<file path="config.mk">
export PLATFORM = sky130hd
export DESIGN_NAME = pc_predict_unit_flat
export DESIGN_NICKNAME = d
export VERILOG_FILES = /design/src/rtl/pc_predict_unit_pkg.sv /design/src/rtl/pc_predict_unit_if.sv /design/src/rtl/pc_predict_unit_btb_dm.sv /design/src/rtl/pc_predict_unit.sv /design/src/flat_wrapper.sv
export SDC_FILE = /design/constraint.sdc
export NUM_CORES = 2
export LEC_CHECK = 0
export CAP_MARGIN = 20
export CORE_MARGIN = 3
export CORE_UTILIZATION = 50
export CTS_CLUSTER_DIAMETER = 80
export DETAILED_ROUTE_END_ITERATION = 10
export MAX_ROUTING_LAYER = met4
export PLACE_DENSITY = 0.74
export SLEW_MARGIN = 30
export SYNTH_ARGS = -nofsm -noshare
export SYNTH_HDL_FRONTEND = slang
export SYNTH_SLANG_ARGS = --single-unit
</file>
<file path="constraint.sdc">
create_clock -name clk -period 29.6 [get_ports clk]
set_input_delay 8.88 -clock clk [delete_from_list [all_inputs] [get_ports clk]]
set_output_delay 8.88 -clock clk [all_outputs]
set_load 0.03 [all_outputs]
</file>
<file path="src/rtl/pc_predict_unit_pkg.sv">
// -----------------------------------------------------------------------------
// pc_pkg: shared types and helpers for the fetch-stage PC prediction unit.
//   br_mode_e  - how a resolving instruction computes its successor PC.
//   sext_shift - sign-extends a word-granular branch offset and scales it to
//                a byte offset.
// -----------------------------------------------------------------------------
package pc_pkg;

  typedef enum logic [1:0] {
    BR_SEQ    = 2'b00,  // fall-through
    BR_COND   = 2'b01,  // CBZ / B.cond, Imm19
    BR_UNCOND = 2'b10,  // B, Imm26
    BR_REG    = 2'b11   // BR, register target
  } br_mode_e;

  // Widest PC the offset helper produces; ADDR_W must not exceed this.
  localparam int unsigned MAX_ADDR_W = 64;

  // Treat imm[imm_w-1:0] as a signed word offset and return it as a byte
  // offset (sign-extended to MAX_ADDR_W, shifted left by 'shift').
  function automatic logic [MAX_ADDR_W-1:0] sext_shift(
    input logic [25:0]  imm,
    input int unsigned  imm_w,
    input int unsigned  shift
  );
    logic [MAX_ADDR_W-1:0] ext;
    logic [MAX_ADDR_W-1:0] hi_mask;
    hi_mask = {MAX_ADDR_W{1'b1}} << imm_w;
    ext     = {{(MAX_ADDR_W - 26){1'b0}}, imm} & ~hi_mask;
    if (imm[imm_w - 1]) ext = ext | hi_mask;
    return ext << shift;
  endfunction

endpackage

</file>
<file path="src/rtl/pc_predict_unit_if.sv">
// -----------------------------------------------------------------------------
// pc_predict_unit_if: fetch/resolve bus of the PC prediction unit.
//   slave  - the unit: consumes stall and the resolve bundle, drives the fetch
//            PC, its prediction, the BTB hit flag, flush and the counter.
//   master - the pipeline around it (or a testbench).
// -----------------------------------------------------------------------------
interface pc_predict_unit_if
  import pc_pkg::*;
#(
  parameter int ADDR_W = 64,
  parameter int CNT_W  = 32
);

  logic              stall;
  logic [ADDR_W-1:0] pc;
  logic [ADDR_W-1:0] pred_next;
  logic              btb_hit;
  logic              res_valid;
  logic [ADDR_W-1:0] res_pc;
  logic [ADDR_W-1:0] res_pred_next;
  br_mode_e          res_mode;
  logic              res_cond_taken;
  logic [18:0]       res_imm19;
  logic [25:0]       res_imm26;
  logic [ADDR_W-1:0] res_db;
  logic              flush;
  logic [CNT_W-1:0]  mispredict_cnt;

  modport master (
    output stall, res_valid, res_pc, res_pred_next, res_mode,
           res_cond_taken, res_imm19, res_imm26, res_db,
    input  pc, pred_next, btb_hit, flush, mispredict_cnt
  );

  modport slave (
    input  stall, res_valid, res_pc, res_pred_next, res_mode,
           res_cond_taken, res_imm19, res_imm26, res_db,
    output pc, pred_next, btb_hit, flush, mispredict_cnt
  );

endinterface

</file>
<file path="src/rtl/pc_predict_unit_btb_dm.sv">
// -----------------------------------------------------------------------------
// btb_dm: direct-mapped branch target buffer, addressed by word address
// (byte PC with the instruction-alignment bits already dropped).
//   clk, rst_n       - clock, asynchronous active-low clear of all valid bits
//   rd_wa_i          - lookup word address (combinational read)
//   rd_hit_o         - entry valid and tag matches
//   rd_target_o      - stored target of the indexed entry
//   wr_en_i          - allocate/overwrite entry for upd_wa_i with upd_target_i
//   inv_en_i         - invalidate entry for upd_wa_i if its tag matches
//   upd_wa_i         - word address of the resolving instruction
//   upd_target_i     - byte target to store
// DEPTH must be a power of two in 2..64.
// -----------------------------------------------------------------------------
module btb_dm #(
  parameter int ADDR_W = 64,
  parameter int DEPTH  = 8,
  parameter int WA_W   = 62
) (
  input  logic              clk,
  input  logic              rst_n,
  input  logic [WA_W-1:0]   rd_wa_i,
  output logic              rd_hit_o,
  output logic [ADDR_W-1:0] rd_target_o,
  input  logic              wr_en_i,
  input  logic              inv_en_i,
  input  logic [WA_W-1:0]   upd_wa_i,
  input  logic [ADDR_W-1:0] upd_target_i
);

  localparam int IDX_W = $clog2(DEPTH);
  localparam int TAG_W = WA_W - IDX_W;

  logic [DEPTH-1:0]  valid_q;
  logic [TAG_W-1:0]  tag_q    [DEPTH];
  logic [ADDR_W-1:0] target_q [DEPTH];

  logic [IDX_W-1:0]  rd_idx, upd_idx;
  logic [TAG_W-1:0]  rd_tag, upd_tag;

  assign rd_idx  = rd_wa_i[IDX_W-1:0];
  assign rd_tag  = rd_wa_i[WA_W-1:IDX_W];
  assign upd_idx = upd_wa_i[IDX_W-1:0];
  assign upd_tag = upd_wa_i[WA_W-1:IDX_W];

  // Reads see the contents before any same-cycle write (no bypass).
  assign rd_hit_o    = valid_q[rd_idx] && (tag_q[rd_idx] == rd_tag);
  assign rd_target_o = target_q[rd_idx];

  // NOTE: state uses non-blocking assignments so every flop samples the
  // pre-edge values; the asynchronous clear sits in the sensitivity list.
  always_ff @(posedge clk or negedge rst_n) begin
    if (!rst_n) begin
      valid_q <= '0;
    end else if (wr_en_i) begin
      valid_q[upd_idx] <= 1'b1;
    end else if (inv_en_i && (tag_q[upd_idx] == upd_tag)) begin
      valid_q[upd_idx] <= 1'b0;
    end
  end

  // NOTE: tag/target arrays are deliberately not reset; a cleared valid bit
  // makes their contents irrelevant and keeps them plain RAM.
  always_ff @(posedge clk) begin
    if (wr_en_i) begin
      tag_q[upd_idx]    <= upd_tag;
      target_q[upd_idx] <= upd_target_i;
    end
  end

endmodule

</file>
<file path="src/rtl/pc_predict_unit.sv">
// -----------------------------------------------------------------------------
// pc_predict_unit: fetch-stage PC register with BTB next-PC prediction and
// late-stage branch resolution for the pipelined LEGv8 core.
//   clk   - rising-edge clock
//   reset - asynchronous active-low reset
//   bus   - pc_predict_unit_if.slave:
//             stall                       hold PC (a flush overrides it)
//             pc / pred_next / btb_hit    fetch PC and its prediction
//             res_*                       resolving instruction bundle
//             flush                       same-cycle misprediction flag
//             mispredict_cnt              saturating misprediction count
// ADDR_W must not exceed pc_pkg::MAX_ADDR_W.
// -----------------------------------------------------------------------------
module pc_predict_unit
  import pc_pkg::*;
#(
  parameter int                ADDR_W      = 64,
  parameter logic [ADDR_W-1:0] RESET_PC    = '0,
  parameter int                BTB_DEPTH   = 8,
  parameter int                INSTR_SHIFT = 2,
  parameter int                CNT_W       = 32
) (
  input  logic             clk,
  input  logic             reset,
  pc_predict_unit_if.slave bus
);

  localparam int                WA_W = ADDR_W - INSTR_SHIFT;
  localparam logic [ADDR_W-1:0] STEP = ADDR_W'(1) << INSTR_SHIFT;

  logic [ADDR_W-1:0] pc_q, pc_d;
  logic [CNT_W-1:0]  cnt_q, cnt_d;

  logic              btb_hit;
  logic [ADDR_W-1:0] btb_target;
  logic [ADDR_W-1:0] pred_next;

  logic [ADDR_W-1:0] seq_pc, off19, off26, actual_next;
  logic              taken, flush;

  // ---------------------------------------------------------------------------
  // Prediction
  // ---------------------------------------------------------------------------
  btb_dm #(
    .ADDR_W (ADDR_W),
    .DEPTH  (BTB_DEPTH),
    .WA_W   (WA_W)
  ) u_btb (
    .clk          (clk),
    .rst_n        (reset),
    .rd_wa_i      (pc_q[ADDR_W-1:INSTR_SHIFT]),
    .rd_hit_o     (btb_hit),
    .rd_target_o  (btb_target),
    .wr_en_i      (bus.res_valid && taken),
    .inv_en_i     (bus.res_valid && (bus.res_mode == BR_COND) && !bus.res_cond_taken),
    .upd_wa_i     (bus.res_pc[ADDR_W-1:INSTR_SHIFT]),
    .upd_target_i (actual_next)
  );

  assign pred_next = btb_hit ? btb_target : pc_q + STEP;

  // ---------------------------------------------------------------------------
  // Resolution (all sums wrap modulo 2^ADDR_W)
  // ---------------------------------------------------------------------------
  assign seq_pc = bus.res_pc + STEP;
  assign off19  = ADDR_W'(sext_shift(26'(bus.res_imm19), 19, INSTR_SHIFT));
  assign off26  = ADDR_W'(sext_shift(bus.res_imm26, 26, INSTR_SHIFT));

  // NOTE: every always_comb output gets a default first so no path can
  // leave it unassigned and infer a latch.
  always_comb begin
    actual_next = seq_pc;
    taken       = 1'b0;
    unique case (bus.res_mode)
      BR_SEQ: ;
      BR_COND: begin
        taken = bus.res_cond_taken;
        if (bus.res_cond_taken) actual_next = bus.res_pc + off19;
      end
      BR_UNCOND: begin
        taken       = 1'b1;
        actual_next = bus.res_pc + off26;
      end
      BR_REG: begin
        taken       = 1'b1;
        actual_next = bus.res_db;  // used verbatim, no alignment check
      end
      default: ;
    endcase
  end

  assign flush = bus.res_valid && (actual_next != bus.res_pred_next);

  // ---------------------------------------------------------------------------
  // PC and counter state
  // ---------------------------------------------------------------------------
  always_comb begin
    pc_d = pred_next;
    if (flush)          pc_d = actual_next;
    else if (bus.stall) pc_d = pc_q;
  end

  assign cnt_d = (flush && (cnt_q != '1)) ? cnt_q + CNT_W'(1) : cnt_q;

  always_ff @(posedge clk or negedge reset) begin
    if (!reset) begin
      pc_q  <= RESET_PC;
      cnt_q <= '0;
    end else begin
      pc_q  <= pc_d;
      cnt_q <= cnt_d;
    end
  end

  assign bus.pc             = pc_q;
  assign bus.pred_next      = pred_next;
  assign bus.btb_hit        = btb_hit;
  assign bus.flush          = flush;
  assign bus.mispredict_cnt = cnt_q;

endmodule

</file>
<file path="src/flat_wrapper.sv">
// flat-port wrapper written by rule: the top's interface ports become plain ports
module pc_predict_unit_flat import pc_pkg::*;
#(
  parameter int                ADDR_W      = 64,
  parameter logic [ADDR_W-1:0] RESET_PC    = '0,
  parameter int                BTB_DEPTH   = 8,
  parameter int                INSTR_SHIFT = 2,
  parameter int                CNT_W       = 32
)
  (clk, reset, bus_stall, bus_res_valid, bus_res_pc, bus_res_pred_next, bus_res_mode, bus_res_cond_taken, bus_res_imm19, bus_res_imm26, bus_res_db, bus_pc, bus_pred_next, bus_btb_hit, bus_flush, bus_mispredict_cnt);
  pc_predict_unit_if #(.ADDR_W(ADDR_W), .CNT_W(CNT_W)) bus_i ();
  input  logic clk;
  input  logic reset;
  input wire logic [$bits(bus_i.stall)-1:0] bus_stall;
  input wire logic [$bits(bus_i.res_valid)-1:0] bus_res_valid;
  input wire logic [$bits(bus_i.res_pc)-1:0] bus_res_pc;
  input wire logic [$bits(bus_i.res_pred_next)-1:0] bus_res_pred_next;
  input wire logic [$bits(bus_i.res_mode)-1:0] bus_res_mode;
  input wire logic [$bits(bus_i.res_cond_taken)-1:0] bus_res_cond_taken;
  input wire logic [$bits(bus_i.res_imm19)-1:0] bus_res_imm19;
  input wire logic [$bits(bus_i.res_imm26)-1:0] bus_res_imm26;
  input wire logic [$bits(bus_i.res_db)-1:0] bus_res_db;
  output wire logic [$bits(bus_i.pc)-1:0] bus_pc;
  output wire logic [$bits(bus_i.pred_next)-1:0] bus_pred_next;
  output wire logic [$bits(bus_i.btb_hit)-1:0] bus_btb_hit;
  output wire logic [$bits(bus_i.flush)-1:0] bus_flush;
  output wire logic [$bits(bus_i.mispredict_cnt)-1:0] bus_mispredict_cnt;
  assign bus_i.stall = bus_stall;
  assign bus_i.res_valid = bus_res_valid;
  assign bus_i.res_pc = bus_res_pc;
  assign bus_i.res_pred_next = bus_res_pred_next;
  assign bus_i.res_mode = bus_res_mode;
  assign bus_i.res_cond_taken = bus_res_cond_taken;
  assign bus_i.res_imm19 = bus_res_imm19;
  assign bus_i.res_imm26 = bus_res_imm26;
  assign bus_i.res_db = bus_res_db;
  assign bus_pc = bus_i.pc;
  assign bus_pred_next = bus_i.pred_next;
  assign bus_btb_hit = bus_i.btb_hit;
  assign bus_flush = bus_i.flush;
  assign bus_mispredict_cnt = bus_i.mispredict_cnt;
  pc_predict_unit #(.ADDR_W(ADDR_W), .RESET_PC(RESET_PC), .BTB_DEPTH(BTB_DEPTH), .INSTR_SHIFT(INSTR_SHIFT), .CNT_W(CNT_W)) u_core (.clk(clk), .reset(reset), .bus(bus_i));
endmodule
</file>
-- Word level (Yosys, flattened, before mapping)
Memories as Yosys holds them, arrays and structs flattened.
Index checks and enable logic that the tools add are counted.
- $add $sub $neg: 5
- multipliers: 0
- div/mod/pow operators: 0
- $lt $le $gt $ge: 3
- eq/ne operators: 8
- shift operators: 0
- muxes and demuxes: 16
- bitwise logic cells: 3
- reduce and logical (&&, ||, !) cells: 11
- operators by type and width (operator ; count):
    $mux 64 ; 4
    $pmux 64 s3 ; 1
    $add 64x3->64 const B ; 2
    $add 64x64->64 ; 2
    $mux 62 ; 2
    $eq 59x59->1 ; 2
    $ne 64x64->1 ; 1
    $add 32x1->32 const B ; 1
    $ne 32x32->1 const B ; 1
    $mux 8 ; 2
    $and 8x8->8 ; 1
    $logic_and 1x1->1 ; 8
    $lt 3x4->1 const B ; 2
    $not 8->8 ; 1
    $or 8x8->8 ; 1
    $eq 2x2->1 const B ; 2
    $mux 1 ; 4
    $bmux 1 s3 ; 1
    $demux 1 s3 ; 1
    $ge 3x1->1 const B ; 1
    $eq 2x1->1 const B ; 1
    $ne 2x1->1 const B ; 1
    $pmux 1 s2 ; 1
    $reduce_bool 2->1 ; 1
    other kinds (2) ; 2
- flip-flop bits (word level): 104
- bits in latches: 0
- RAM bits: 984
- ROM bits: 0
- bits of input ports: 244
- output and inout port bits: 162
- word-level logic and storage cells: 51
- memories: 2
- memories (memory ; words ; width ; read ports ; clocked after memory_dff ; wr ports ; line ; RTL):
    u_core.u_btb.target_q ; 8 ; 64 ; 1 ; 0 ; 1 ; pc_predict_unit_btb_dm.sv:35 ; logic [ADDR_W-1:0] target_q [DEPTH];
    u_core.u_btb.tag_q ; 8 ; 59 ; 2 ; 0 ; 1 ; pc_predict_unit_btb_dm.sv:34 ; logic [TAG_W-1:0] tag_q [DEPTH];

-- Logic depth before layout (Yosys ltp)
- depth after elaboration: 8
- mapped depth: 20
- depth with buffers taken out: 18

-- Modules after synthesis
Synthesis repeated with hierarchy kept, for this count alone.
- cells, all modules: 5114
- area, all modules: 63080.5 µm²
- by module, submodules not included (module ; times used ; cells an instance ; area an instance (µm²) ; sequential area each (µm²)):
    btb_dm ; 1 ; 2043 ; 42243.0 ; 29748.5
    pc_predict_unit ; 1 ; 3071 ; 20837.5 ; 2402.3

-- Worst setup path before layout
OpenSTA, ideal clock, no wires.
- kind: input to output
- from: input bus_res_pc[3]
- to: output bus_flush
- data arrival time: 13349 ps
- required time: 20720 ps
- setup slack: 7371 ps
- cell stages on the path: 18
- path buffers: 2
- cells stage by stage: clkbuf_1 > inv_1 > fa_1 > nand2b_1 > a211oi_1 > o211ai_1 > a311oi_1 > or4_1 > nand4_1 > a32o_1 > a221o_1 > or4_1 > or4_1 > nor4_2 > nand4_2 > nand2_4 > inv_2 > buf_6
- cells in the longest elaborated chain, start to end: 5
- elaborated cells on any way between the ends: 7
- those cells by class: add/sub (3); eq/ne (1); mux (2); reduce/logical (1)
- ends and longest elaborated chain (item ; line ; RTL):
    start: declaration ; flat_wrapper.sv:16 ; input wire logic [$bits(bus_i.res_pc)-1:0] bus_res_pc;
    $add 64x3->64 / $add 64x64->64 (equally long branches) ; pc_predict_unit.sv:65, pc_predict_unit.sv:78 ;
    $mux 64 ; pc_predict_unit.sv:78 ; if (bus.res_cond_taken) actual_next = bus.res_pc + off19;
    $pmux 64 s3 (*) ; pc_predict_unit.sv:74 ; unique case (bus.res_mode)
    $ne 64x64->1 (*) ; pc_predict_unit.sv:92 ; assign flush = bus.res_valid && (actual_next != bus.res_pred_next);
    $logic_and 1x1->1 (*) ; pc_predict_unit.sv:92 ;
    end: declaration ; flat_wrapper.sv:26 ; output wire logic [$bits(bus_i.flush)-1:0] bus_flush;
Mark *: on every way between the ends. The rest lies on a longest branch, timed or not.

-- Worst setup path in the final report
- from: input bus_res_pc[3]
- to: output bus_flush
- cells in the longest elaborated chain, start to end: 5
- elaborated cells on any way between the ends: 7
- those cells by class: add/sub (3); eq/ne (1); mux (2); reduce/logical (1)
- ends and longest elaborated chain (item ; line ; RTL):
    $add 64x3->64 / $add 64x64->64 (equally long branches) ; pc_predict_unit.sv:65, pc_predict_unit.sv:78 ;
    $mux 64 ; pc_predict_unit.sv:78 ;
    $pmux 64 s3 (*) ; pc_predict_unit.sv:74 ;
    named net u_core.actual_next[48] ; pc_predict_unit.sv:38 ; logic [ADDR_W-1:0] seq_pc, off19, off26, actual_next;
    $ne 64x64->1 (*) ; pc_predict_unit.sv:92 ;
    $logic_and 1x1->1 (*) ; pc_predict_unit.sv:92 ;
The timed path passes the listed nets; every way through them passes the cells marked *.

==> results.cfg <==
[outcome]
status = finished clean

[logic_synthesis]
synthTopCellsByArea = edfxtp_1 (48%), mux4_2 (9.1%), dfrtp_1 (4.2%)
synth_area_um2 = 61300
yosysUniqueCellTypes = 91
yosysWarnings = 0
synth.ff_latch_count = 1088
synth_flop_cell = edfxtp_1
synth_top_area_frac = 0.482
post_synth.cell_area_avg_um2 = 12.2
seq_area_frac_synth = 0.525
synth_top_area_cell = edfxtp_1
ys_async_sr_fraction = 0.0956
synth_cells = 5038
syn_nets = 5409
synth_edf_count = 984

[global_routing]
antenna_found_initial = 14
grtUsageMet3 = 0.107
globalRouteMet2Util = 0.593
grt_pass1_wl_um = 356000
met1_usage = 0.525
grt_pass1_vias = 47823
grt_use_total = 0.407
grt_max_degree = 131
grt.overflow.total = 0
gr-max-usage-layer = met2

[layout]
final_util = 0.590
final_common_cell = edfxtp_1
multi_input_area_um2 = 27800
final_cell_mix = edfxtp_1 (984), clkdlybuf4s50_1 (398), nand2_1 (348)
nFillCells = 9545
nets = 5729
layout-drive-gt1-share = 0.118
area_delta_synth_final_pct = 16.2
ff_latch_area_um2 = 32200

[power_and_ir_drop]
power-per-cell-area_nw_per_um2 = 62.1
irDropWorstVdd_uv = 72.6
leakage_uw = 0.0237

[timing]
slew_headroom = 0.196
skew_ps = 38.5
finalCritPeriodShare = 0.845
setup_violations = 0
max_freq_mhz = 40.0
fin_tns_setup_ps = 0
maxSlewViolCount = 0
worst_slew_pin_slew_ps = 1210
hold_ws_ps = 492
hold_violations = 0
rsz0062_at_grt = no
period_minus_slack_ps = 25010

[drt]
ant_nets = 0
drt_iter0_markers = 7832
first_pass_iters = 9
drc_errors = 0
drt_wl_total_um = 255000
vias = 49907
wl_per_cell_um = 36.1
vias_per_cell = 7.06

[worst_setup_path]
timing.rr.end = u_core.bus.pc[42]$_DFFE_PN0P_
path_max_fanout = 16
cp-start-kind = input port
cp_data_required_time_ps = 20720
reg2reg_depth = 13
reg2reg_from = u_core.bus.pc[2]$_DFFE_PN0P_
cp.arrival_ps = 16130
crit_type = in2out
ff2ff_setup_slack_ps = 22490
endpoint_kind = output port

[worst_hold_path]
holdPathEnd = u_core.bus.mispredict_cnt[11]$_DFFE_PN0P_
hold_start = u_core.bus.mispredict_cnt[11]$_DFFE_PN0P_
hold_path_depth = 1
hold_class = reg2reg

[cts]
cts_buffers = 109
postCtsSetupBuffers = 0
clkLatencyLatePin_ps = 730
cts-root-buf = clkbuf_16
clock_sinks = 1088
cts_tree = done
cts_buffer_depth = 3
holdBufCountCts = 0
ctsResizeCount = 0
path_clk_slew_ps = 60
cts_max_level = 3

[placement]
dpl.hpwl_um = 181000
gp_congestion = 1.06
port_buffers = 405

[job]
maxCapViolCount = 0

[floorplan]
die_w_um = 356
start_util = 0.507
die_area_um2 = 127000
io_pins = 406
row_count = 127
core-area_um2 = 121000
die_h_um = 356
==> cells in the mapped netlist, types with 44 or more instances <==
library cell / n
inv_1: 72
xnor2_1: 239
edfxtp_1: 984
nor2_1: 283
o21ai_1: 60
nand3_1: 203
mux2i_1: 236
dfrtp_1: 104
nor4_1: 44
buf_1: 60
xor2_1: 96
ha_1: 125
a22oi_1: 226
mux4_2: 248
nand4_1: 185
and3_1: 54
a21oi_1: 287
nor3_1: 73
nand2_1: 348
o21ai_0: 208
a21o_1: 51
clkbuf_1: 231
==> per-layer routing <==
| layer | routed length, um | up-vias |
|---|---|---|
| li1 | - | 20632 |
| met1 | 92900 | 24831 |
| met2 | 112000 | 3785 |
| met3 | 34000 | 659 |
| met4 | 16300 | 0 |
| met5 | 0 | - |
==> registers in the layout (all words and copies together), names as in the netlist, named ones only <==
| register | count |
|---|---|
| u_core.u_btb.target_q | 512 |
| u_core.u_btb.tag_q | 472 |
| u_core.bus.pc | 64 |
| u_core.bus.mispredict_cnt | 32 |
==> cells by family (layout without fill, tap and decap cells) <==
family / count (synthesis) / in the layout / synth area share
muxes: 499 / 499 / 0.132
and+or+nand+nor: 1382 / 1382 / 0.113
xor gates and xnor gates: 335 / 335 / 0.0479
AOI/OAI and AO/OA: 1209 / 1209 / 0.130
buffers and inverters: 398 / 805 / 0.0256
adders and majority gates: 127 / 127 / 0.0262
DFF: 1088 / 1088 / 0.525
other: 0 / 10 / 0
==> worst max-delay path, stage by stage <==
cell	delay, ps
clkdlybuf4s50_1	870
inv_1	360
fa_1	510
nand2b_1	200
a211oi_1	470
o211ai_1	180
a311oi_1	730
o2111ai_1	350
a2111oi_0	790
nand4b_1	210
nand3_1	120
o2bb2ai_1	390
xor2_1	250
nor3_1	420
nand4_4	410
nand2_4	300
inv_2	70
clkdlybuf4s50_1	590
==> report_power, final <==
part	internal [uW]	leakage [uW]	switching (uW)	total, uW
clock	862	0.00185	587	1450
sequential	1760	0.0102	89.2	1850
combinational	413	0.0117	711	1120
total	3030	0.0237	1390	4420
==> worst max path at each step <==
stage / end / slack [ps] / cells past startpoint / startpoint
6_report: bus_flush / 4590 / 18 / bus_res_pc[3]
5_1_grt: bus_flush / 4430 / 18 / bus_res_pc[3]
4_1_cts: bus_flush / 4840 / 18 / bus_res_pc[3]
3_5_place_dp: bus_flush / 4880 / 18 / bus_res_pc[3]
3_3_place_gp: bus_flush / 4990 / 18 / bus_res_pc[3]
2_1_floorplan: bus_flush / 7370 / 18 / bus_res_pc[3]
==> stage by stage <==
stage	instance area (um2)	setup WS (ps)	cells	power (uW)
detailed placement	67300	4880	6855	2970
CTS	71100	4840	7053	4400
finish	71200	4590	7067	4420
floorplan	61300	7370	5038	2480
global placement	67200	4990	6854	2960
global route	71200	4430	7066	4540
==> cell type report <==
| cell class | instances | share of cell area |
|---|---|---|
| Sequential cell | 1088 | 0.452 |
| Timing Repair Buffer | 533 | 0.0730 |
| Tap cell | 1612 | 0.0283 |
| Multi-Input combinational cell | 3552 | 0.390 |
| Antenna cell | 10 | 0.000351 |
| Inverter | 74 | 0.00390 |
| Clock inverter | 61 | 0.0114 |
| Clock buffer | 137 | 0.0415 |
Power figures use the tool's default switching activity.
